### config.mk
export PLATFORM = sky130hd
export DESIGN_NAME = branch_resolve_unit
export DESIGN_NICKNAME = d
export VERILOG_FILES = /design/src/rtl/control_unit_types_pkg.sv /design/src/rtl/branch_track_stage.sv /design/src/rtl/branch_resolve_unit.sv
export SDC_FILE = /design/constraint.sdc
export NUM_CORES = 1
export LEC_CHECK = 0
export BUFFER_PORTS_ARGS = -buffer_cell sky130_fd_sc_hd__buf_2
export CAP_MARGIN = 20
export CELL_PAD_IN_SITES_DETAIL_PLACEMENT = 1
export CELL_PAD_IN_SITES_GLOBAL_PLACEMENT = 2
export CORE_MARGIN = 1.5
export CORE_UTILIZATION = 36
export CTS_CLUSTER_DIAMETER = 150
export CTS_CLUSTER_SIZE = 16
export DETAILED_ROUTE_END_ITERATION = 10
export GPL_ROUTABILITY_DRIVEN = 1
export PLACE_DENSITY_LB_ADDON = 0.25
export SYNTH_ARGS = -nofsm -noshare
export SYNTH_HDL_FRONTEND = slang
export SYNTH_SLANG_ARGS = --single-unit
export TNS_END_PERCENT = 100
### constraint.sdc
create_clock -name clk -period 3.05 [get_ports clk]
set_clock_uncertainty 0.05 [all_clocks]
set_input_delay 0.61 -clock clk [delete_from_list [all_inputs] [get_ports clk]]
set_output_delay 0.61 -clock clk [all_outputs]
set_load 0.01 [all_outputs]
### src/rtl/control_unit_types_pkg.sv
// ============================================================================
// control_unit_types_pkg : shared types for the branch resolve path
// Rev 1.0 : initial release
// ============================================================================
`default_nettype none

package control_unit_types_pkg;

  localparam int PR_IDX_W  = 2;
  localparam int PR_ADDR_W = 32;

  typedef struct packed {
    logic                 valid;
    logic                 isbr;
    logic                 prtaken;
    logic [PR_IDX_W-1:0]  prindex;
    logic [PR_ADDR_W-1:0] npc;
    logic [PR_ADDR_W-1:0] btarget;
  } branch_rec_t;

  typedef enum logic {
    BR_NORMAL   = 1'b0,
    BR_REDIRECT = 1'b1
  } brfsm_t;

endpackage

`default_nettype wire

### src/rtl/branch_track_stage.sv
// ============================================================================
// branch_track_stage : one pipeline record register; clear has priority
// Rev 1.0 : initial release
// ============================================================================
`default_nettype none

module branch_track_stage
  import control_unit_types_pkg::*;
#(
  parameter type REC_T = branch_rec_t
) (
  input  logic clk,
  input  logic rst_n,
  input  logic en,
  input  logic clr,
  input  REC_T d,
  output REC_T q
);

  always_ff @(posedge clk or negedge rst_n) begin
    if (!rst_n) begin
      q <= '0;
    end else if (clr) begin
      q <= '0;
    end else if (en) begin
      q <= d;
    end
  end

endmodule

`default_nettype wire

### src/rtl/branch_resolve_unit.sv
// ============================================================================
// branch_resolve_unit : tracks IF predictions to MEM, trains the predictor and
// raises a one-cycle flush/redirect on a mispredict.
// Optional statistics counters: define BRANCH_STATS_EN.
// Rev 1.0 : initial release
// ============================================================================
`default_nettype none

module branch_resolve_unit
  import control_unit_types_pkg::*;
#(
  parameter int IDX_W  = PR_IDX_W,
  parameter int ADDR_W = PR_ADDR_W,
  parameter int STAGES = 3
) (
  input  logic              clk,
  input  logic              rst_n,
  input  logic              if_valid,
  input  logic              if_isbr,
  input  logic              if_prtaken,
  input  logic [IDX_W-1:0]  if_prindex,
  input  logic [ADDR_W-1:0] if_npc,
  input  logic [ADDR_W-1:0] if_btarget,
  input  logic              pipe_en,
  input  logic              ext_flush,
  input  logic              mm_taken,
  output logic              upd_en,
  output logic [IDX_W-1:0]  upd_index,
  output logic              upd_taken,
  output logic              flush,
  output logic              redirect,
  output logic [ADDR_W-1:0] redirect_pc,
  output logic [31:0]       br_cnt,
  output logic [31:0]       mispred_cnt
);

  typedef struct packed {
    logic              valid;
    logic              isbr;
    logic              prtaken;
    logic [IDX_W-1:0]  prindex;
    logic [ADDR_W-1:0] npc;
    logic [ADDR_W-1:0] btarget;
  } rec_t;

  brfsm_t            state;
  brfsm_t            state_next;
  rec_t              if_rec;
  rec_t              stage_d [STAGES];
  rec_t              stage_q [STAGES];
  rec_t              tail;
  logic              shift_en;
  logic              rec_clr;
  logic              resolve;
  logic              mispredict;
  logic [ADDR_W-1:0] fix_pc;
  logic [ADDR_W-1:0] pc_q;

  always_comb begin
    if_rec         = '0;
    if_rec.valid   = if_valid & if_isbr;
    if_rec.isbr    = if_isbr;
    if_rec.prtaken = if_prtaken;
    if_rec.prindex = if_prindex;
    if_rec.npc     = if_npc;
    if_rec.btarget = if_btarget;
  end

  // The redirect cycle owns the pipeline: records are wiped regardless of stalls.
  assign shift_en = pipe_en && (state == BR_NORMAL);
  assign rec_clr  = ext_flush || (state == BR_REDIRECT);

  generate
    for (genvar g = 0; g < STAGES; g++) begin : g_stage
      if (g == 0) begin : g_head
        assign stage_d[g] = if_rec;
      end else begin : g_link
        assign stage_d[g] = stage_q[g-1];
      end
      branch_track_stage #(.REC_T(rec_t)) u_stage (
        .clk   (clk),
        .rst_n (rst_n),
        .en    (shift_en),
        .clr   (rec_clr),
        .d     (stage_d[g]),
        .q     (stage_q[g])
      );
    end
  endgenerate

  assign tail       = stage_q[STAGES-1];
  assign resolve    = (state == BR_NORMAL) && tail.valid && tail.isbr && pipe_en;
  assign mispredict = resolve && (mm_taken != tail.prtaken);
  assign fix_pc     = mm_taken ? tail.btarget : tail.npc;

  always_ff @(posedge clk or negedge rst_n) begin
    if (!rst_n) begin
      state <= BR_NORMAL;
      pc_q  <= '0;
    end else begin
      state <= state_next;
      if (mispredict) begin
        pc_q <= {fix_pc[ADDR_W-1:2], 2'b00};
      end
    end
  end

  always_comb begin
    state_next  = state;
    upd_en      = 1'b0;
    upd_index   = '0;
    upd_taken   = 1'b0;
    flush       = 1'b0;
    redirect    = 1'b0;
    redirect_pc = '0;
    case (state)
      BR_NORMAL: begin
        if (resolve) begin
          upd_en    = 1'b1;
          upd_index = tail.prindex;
          upd_taken = mm_taken;
        end
        if (mispredict) begin
          state_next = BR_REDIRECT;
        end
      end
      BR_REDIRECT: begin
        flush       = 1'b1;
        redirect    = 1'b1;
        redirect_pc = pc_q;
        state_next  = BR_NORMAL;
      end
      default: state_next = BR_NORMAL;
    endcase
  end

`ifdef BRANCH_STATS_EN
  logic [31:0] br_q;
  logic [31:0] mis_q;

  always_ff @(posedge clk or negedge rst_n) begin
    if (!rst_n) begin
      br_q  <= '0;
      mis_q <= '0;
    end else begin
      if (resolve && (br_q != 32'hFFFF_FFFF)) begin
        br_q <= br_q + 32'd1;
      end
      if (mispredict && (mis_q != 32'hFFFF_FFFF)) begin
        mis_q <= mis_q + 32'd1;
      end
    end
  end

  assign br_cnt      = br_q;
  assign mispred_cnt = mis_q;
`else
  assign br_cnt      = '0;
  assign mispred_cnt = '0;
`endif

endmodule

`default_nettype wire
# Word level (Yosys, flattened, before mapping)
# Cells that the tools add are included.
# classes
n_bitwise	2
eq_ne	1
muxes	17
n_reduce_logical	7
# op_table
cell	n
69-bit 2-to-1 mux	6
32-bit 2-to-1 mux	2
1-bit 2-to-1 mux	6
1-bit logical AND	5
2-bit 2-to-1 mux	2
1-bit one-hot mux with 2 select lines	1
2-bit nonzero test	1
1-bit AND	1
1-bit logical OR	1
1-bit != test	1
1-bit inverter	1
# totals
register_bits	238
out_inout_bits	102
input_bits	74
word_cells	47

# Depth between registers and ports, before layout
# Gate-level depths: netlist (run 1).
# depth
word_depth	7
mapped_depth	7
depth_no_buf	3

# Hierarchy
# A second synthesis (run 1) with hierarchy kept.
# unflattened
cells_unflattened	915
area_unflattened_um2	10963.0
# modules_own_cells
mod	cells_each	area_each_um2	n_inst
branch_track_stage	223	2785.2	3
branch_resolve_unit	246	2607.5	1

# Worst setup path after synthesis (run 1)
# No wires, ideal clock.
# synth_timing
path_kind	input-to-output
from	input pipe_en
to	output upd_index[0]
t_required_ps	2390
n_path_buf	3
path_slack_ps	945
cell_stages	5
t_arrival_ps	1445
cell_sequence	buf_2 > and4b_1 > buf_2 > buf_2 > and2_1
# synth_via
elab_chain_len	3
# synth_lines
item	line_no	text
from (decl)	branch_resolve_unit.sv:24	input logic pipe_en,
1-bit logical AND	branch_resolve_unit.sv:92	assign resolve = (state == BR_NORMAL) && tail.valid && tail.isbr && pipe_en;
2-bit 2-to-1 mux	branch_resolve_unit.sv:118	if (resolve) begin
2-bit 2-to-1 mux	branch_resolve_unit.sv:116	case (state)
to (decl)	branch_resolve_unit.sv:28	output logic [IDX_W-1:0] upd_index,
# No other way between the ends.

# Worst setup path in the final report (run 1)
# layout_timing
from	register state
to	output upd_index[1]
# layout_via
elab_chain_len	6
# layout_lines
item	line_no	text
from (decl)	branch_resolve_unit.sv:46	brfsm_t state;
from (signal assigned)	branch_resolve_unit.sv:101	state <= state_next;
1-bit inverter	-	
1-bit logical AND (3 in a row)	branch_resolve_unit.sv:92	
2-bit 2-to-1 mux	branch_resolve_unit.sv:118	
2-bit 2-to-1 mux (*)	branch_resolve_unit.sv:116	
# Every way passes the cells marked *; elsewhere a longest branch is shown, timed or not.

==> reports/qor.csv, run 1 <==
metric,value,unit
Yosys cell types,17,
final layout net count,1025,
antenna diode count,0,
initial antenna violation count,0,
"flops & latches, synth",226,
layout cells sized above 1,18.2,%
Final Critical Period,2.48,ns
Slew HR,36.7,%
GRT overflow,0,
core area,27700,um2
status,"complete, no violations",
dpl hpwl,13800,um
cell area after layout,11300,um2
Crit-path slowest cell,and4b_2,
sequential area share after synthesis,55.9,%
critical path class,register to output port,
clk slew on worst S/H paths,0.07,ns
detailed-route DRC error count,0,
crit start category,register,
number of synthesized flops with an enable pin,0,
Final Max Tran Viols,0,
max cap viols,0,
DRT iter0 DRCs,294,
dpl ws,0.794,ns
Worst Max-Slew Pin Slew,0.949,ns
DIE AREA,29100,um2
Layout Utilization,40.7,%
LEAKAGE,5.94,nW
critical path data required time,2.39,ns
worst-skew pair later-pin latency,0.49,ns
Flop pwr share,54.1,%
"Period Utilization, post-route",81.2,%
crit path max fanout,16,
row cnt,61,
total power,5.80,mW
post-DR wirelength/cell,16.7,um
Setup crit end kind,output port,
Buf/Inv on CP,1,
Pint,4.39,mW
Syn Area/Cell,11.6,um2
fmax,0.404,GHz
switching power,1.42,mW
RSZ-0062 raised after global routing,no,
flop-to-flop setup slack,1.22,ns
number of global-route vias before repair,6391,
via/cell ratio,4.54,
crit path DAT,1.82,ns
Comb power frac,8.5,%
Most used DFF post-synth,dfrtp_1,
first-pass GRT wire length,35500,um
drt first pass iters,4,
Hold Path Class,input port to register,
setup_tns,0,ns
Clk network pwr share,37.4,%
Root Driver,clkbuf_16,
Synth-to-Final Area Change,11.4,%
family with the most delay on the worst path,simple AND/OR/NAND/NOR gates,
GP Congestion,0.750,
crit-path cells,and4b_2 -> and2_1 -> buf_2,
clock sinks,226,
synthesized netlist cell count,874,
worst setup margin,0.575,ns
Ports,176,
CTS Buf Count,18,
die width,171,um
CTS tree,built,
"Cell Area, Synth",10100,um2
Synth async-reset ratio,100,%
Power Density,515,nW/um2
largest net degree at the start of global routing,122,
YS warnings,0,
Max IR drop VDD,0.381,mV
Starting Density,36.5,%
final setup violating endpoints,0,
Final Hold Viols,0,
final std cells w/o fill,1329,
post-route ant nets,0,
routed via count,6038,
Port Buffers,105,
Worst path max stage delay,0.59,ns
hold slack,0.310,ns
Post-Place Cells,1308,
cell area after placement,10800,um2
Routed WL,22100,um
CTS Buffer Depth,3,
CTS H-tree depth,1,
Tot GR Track Use,15.5,%
Sw Ratio,24.4,%
Die Height,171,um
cell type report:
class / instances / area [um2]
repair buffers: 121 / 743
clock inverters: 1 / 16.3
flip-flops and latches: 226 / 5660
multi-input cells: 584 / 3910
well taps: 378 / 473
clock buffers: 19 / 475
fillers: 3087 / 16400
Yosys cell counts, types with 2 or more instances:
| library cell | number | area [um2] |
|---|---|---|
| clkbuf_1 | 15 | 56.3 |
| mux2i_1 | 224 | 2240 |
| a21oi_1 | 32 | 160 |
| a21oi_2 | 29 | 254 |
| buf_1 | 2 | 7.51 |
| and2_1 | 34 | 213 |
| dfrtp_1 | 226 | 5660 |
| buf_2 | 40 | 200 |
| nor2_1 | 194 | 728 |
| buf_4 | 68 | 510 |
| buf_6 | 4 | 45.0 |
what timing repair did:
| action | CTS | global route |
|---|---|---|
| buffers inserted | 0 | 0 |
| hold endpoints to repair | 17 | 0 |
| hold buffers | 1 | 0 |
| gates resized for setup | 0 | 0 |
state kept, by name (all words and copies together) (netlist names):
signal	flops
g_stage.u_stage.q	195
pc_q	30
state	1
metal layers:
layer | up-vias | GRT usage (%) | wire, um | share of wire (%)
met5 | - | 0 | 0 | 0
met4 | 0 | 3.08 | 313 | 1.4
met3 | 23 | 2.38 | 834 | 3.8
met2 | 101 | 26.2 | 10800 | 49
met1 | 3019 | 21.2 | 10200 | 46
li1 | 2895 | - | - | -
worst paths after layout:
check,endpoint,startpoint,cells past startpoint
worst max-delay path,upd_index[1],state,3
worst min-delay path,g_stage[0].u_stage.q[38],if_npc[6],3
worst max register to register,pc_q[31],state,4
worst min register to register,pc_q[14],pc_q[14],2
max in group asynchronous,g_stage[0].u_stage.q[59],rst_n,3
min in group asynchronous,g_stage[2].u_stage.q[41],rst_n,2
power by group through the flow:
stage          clock [mW]  combinational [mW]  sequential (mW)
6_report             2.17               0.492             3.14
5_1_grt              2.37               0.554             3.15
4_1_cts              2.28               0.505             3.14
3_5_place_dp            0               0.503             3.20
3_3_place_gp            0               0.497             3.20
2_1_floorplan           0               0.385             3.18
tightest hold or removal path: stages:
cell     delay, ns
buf_2         0.07
mux2i_1       0.05
nor2_1        0.08
cell usage in the layout (no fill, tap or decap):
| cell type | synthesis | layout |
|---|---|---|
| dfrtp_1 | 226 | 226 |
| mux2i_1 | 224 | 224 |
| nor2_1 | 194 | 194 |
| buf_2 | 40 | 103 |
| conb_1 | 1 | 66 |
| and2_1 | 34 | 33 |
| a21oi_1 | 32 | 32 |
| a21oi_2 | 29 | 29 |
| clkbuf_16 | 0 | 19 |
| buf_4 | 68 | 9 |
| buf_12 | 0 | 6 |
| buf_8 | 0 | 2 |
| and4b_2 | 0 | 1 |
| xor2_4 | 0 | 1 |
| and2_2 | 0 | 1 |
| or2_4 | 0 | 1 |
| nand2b_1 | 1 | 1 |
| nand3_1 | 1 | 1 |
| inv_12 | 0 | 1 |
| dlygate4sd3_1 | 0 | 1 |
cells by family after synthesis:
logic type | count (synthesis) | share of synthesized area [%]
AO/OA/AOI/OAI | 61 | 4.10
XOR/XNOR | 1 | 0.0866
buffers and inverters | 129 | 8.10
flip-flops | 226 | 55.9
multiplexers | 224 | 22.2
other | 1 | 0.0371
AND/OR/NAND/NOR | 232 | 9.58
Note: power is estimated with default switching activity, not from simulation.
==> run 2: changes to the inputs <==
--- a/config.mk
+++ b/config.mk
@@ -10,7 +10,7 @@
 export CELL_PAD_IN_SITES_DETAIL_PLACEMENT = 1
 export CELL_PAD_IN_SITES_GLOBAL_PLACEMENT = 2
 export CORE_MARGIN = 1.5
-export CORE_UTILIZATION = 36
+export CORE_UTILIZATION = 33
 export CTS_CLUSTER_DIAMETER = 150
 export CTS_CLUSTER_SIZE = 16
 export DETAILED_ROUTE_END_ITERATION = 10
==> constraint.sdc (replaced) <==
create_clock -name clk -period 2.1 [get_ports clk]
set_clock_uncertainty 0.05 [all_clocks]
set_input_delay 0.42 -clock clk [delete_from_list [all_inputs] [get_ports clk]]
set_output_delay 0.42 -clock clk [all_outputs]
set_load 0.01 [all_outputs]
==> reports/qor.csv, run 2 (same netlist as run 1, synthesis figures left out) <==
metric,value,unit,change
status,"complete, no violations",,
GRT overflow,0,,unchanged
crit start category,register,,
crit path max fanout,6,,-10
DRT iter0 DRCs,310,,+5.4%
Synth-to-Final Area Change,13.3,%,
Ports,176,,unchanged
Final Max Tran Viols,0,,unchanged
Layout Utilization,38.4,%,-2.3 points
LEAKAGE,6.02,nW,+1.3%
HP Start,if_btarget[4],,
setup_tns,0,ns,unchanged
Post-Place Cells,1327,,+1.5%
max reg flops,195,,unchanged
routed via count,6137,,+1.6%
core area,29900,um2,+7.8%
layout cells sized above 1,19.3,%,+1.1 points
clock sinks,226,,unchanged
"commonest non-fill, non-tap cell in the layout",dfrtp_1,,
Starting Density,33.8,%,-2.7 points
critical path data required time,1.63,ns,-0.76 ns
filler cell count,3296,,+6.8%
dpl hpwl,14900,um,+7.8%
worst-skew pair later-pin latency,0.50,ns,about the same
"Period Utilization, post-route",97.1,%,
flop-to-flop setup slack,0.46,ns,-0.76 ns
GR Util met1,20.0,%,-1.2 points
crit-path cells,and4b_4 -> and2_4 -> buf_6,,
Max IR drop VDD,0.388,mV,+1.8%
Crit-path slowest cell,and4b_4,,
CP Depth,3,,unchanged
Slew HR,65.2,%,+28 points
post-DR wirelength/cell,17.1,um,+2.5%
final layout net count,1035,,+0.98%
biggest regs,"g_stage.u_stage.q x195, pc_q x30, state x1",,
largest net degree at the start of global routing,70,,-43%
"commonest non-fill, non-tap cells in the layout","226 x dfrtp_1, 224 x mux2i_1, 194 x nor2_1",,
worst setup margin,0.0618,ns,-0.513 ns
hold slack,0.119,ns,-0.190 ns
number of global-route vias before repair,6603,,+3.3%
family with the most delay on the worst path,simple AND/OR/NAND/NOR gates,,
Worst path max stage delay,0.42,ns,-0.17 ns
Root Driver,clkbuf_16,,
Routed WL,23100,um,+4.3%
Top Usage Layer GRT,met2,,
row cnt,63,,+3.3%
via/cell ratio,4.54,,about the same
Worst Max-Slew Pin Slew,0.522,ns,-0.427 ns
Buf/Inv on CP,1,,unchanged
FF-to-FF End,g_stage[1].u_stage.q[7],,
CTS Buffer Depth,3,,unchanged
max cap viols,0,,unchanged
Worst Setup SP,state,,
Setup crit end kind,output port,,
Reg2Reg Depth,5,,+1
CTS H-tree depth,1,,unchanged
die width,178,um,+4.4%
crit path DAT,1.57,ns,-0.25 ns
met2 usage in global routing,25.6,%,-0.64 points
RSZ-0062 raised after global routing,no,,
Die Height,178,um,+4.4%
detailed-route DRC error count,0,,unchanged
final std cells w/o fill,1352,,+1.7%
Power Density,739,nW/um2,+43%
dpl ws,0.241,ns,-0.553 ns
critical path class,register to output port,,
Hold Path Class,input port to register,,
first-pass GRT wire length,37100,um,+4.4%
clk slew on worst S/H paths,0.07,ns,about the same
drt first pass iters,4,,unchanged
Critical R2R Launch,state,,
fmax,0.491,GHz,
Final Critical Period,2.04,ns,
total power,8.46,mW,+46%
CTS Buf Count,18,,unchanged
Final Hold Viols,0,,unchanged
M3 GR Usage,2.77,%,+0.39 points
Tot GR Track Use,15.0,%,-0.55 points
critical path endpoint,upd_index[1],,
Biggest register,g_stage.u_stage.q,,
cell area after placement,10900,um2,+1.3%
DIE AREA,31700,um2,+8.9%
GP Congestion,0.697,,-7.0%
final setup violating endpoints,0,,unchanged
cell area after layout,11500,um2,+1.7%
initial antenna violation count,0,,unchanged
Port Buffers,105,,unchanged
CTS tree,built,,
post-route ant nets,0,,unchanged
==> run 2: cell types whose count changed in the layout (fill, tap and decap cells not counted), sizes merged <==
cell   change
and4b      +1
buf        +9
diode      +1
==> run 2: worst register-to-register path: stages (launching register included) <==
cell	delay, ns
dfrtp_1	0.35
buf_4	0.13
buf_12	0.19
or2_4	0.39
buf_12	0.30
nor2_1	0.12
==> run 2: area by class of cell <==
cell class,instances,area (um2),area share (%)
tap,390,488,4.26
sequential,226,5660,49.4
clock inverter,1,16.3,0.142
antenna,1,2.50,0.0218
multi-input combinational,585,3920,34.2
clock buffer,19,475,4.15
timing repair buffer,130,898,7.84
==> run 2: power by group <==
group / internal [mW] / switching (mW)
Clock: 1.62 / 1.54
Combinational: 0.285 / 0.461
Sequential: 4.48 / 0.0769
==> run 2: how the worst min path moves through the flow <==
stage	cells past startpoint	slack, ns	endpoint
2_1_floorplan	0	0.07	g_stage[0].u_stage.q[10]
5_1_grt	3	0.12	g_stage[0].u_stage.q[2]
6_report	3	0.12	g_stage[0].u_stage.q[4]
4_1_cts	3	0.10	g_stage[0].u_stage.q[4]
3_3_place_gp	1	0.30	g_stage[0].u_stage.q[63]
3_5_place_dp	1	0.30	g_stage[0].u_stage.q[38]
==> run 2: timing repair <==
item                                    4_1_cts  5_1_grt
pin swaps                                     0        1
endpoints found under the setup margin        4        2
buffers inserted                              2        0
resized for setup                             2        3
endpoints found under the hold margin        38        0
hold buffers                                  1        0
cloned                                        1        0
==> run 2: routing by layer <==
metal  wire length [um]  vias up
met1              10300     3096
met5                  0        -
met3                911       25
li1                   -     2921
met4                347        0
met2              11500       95
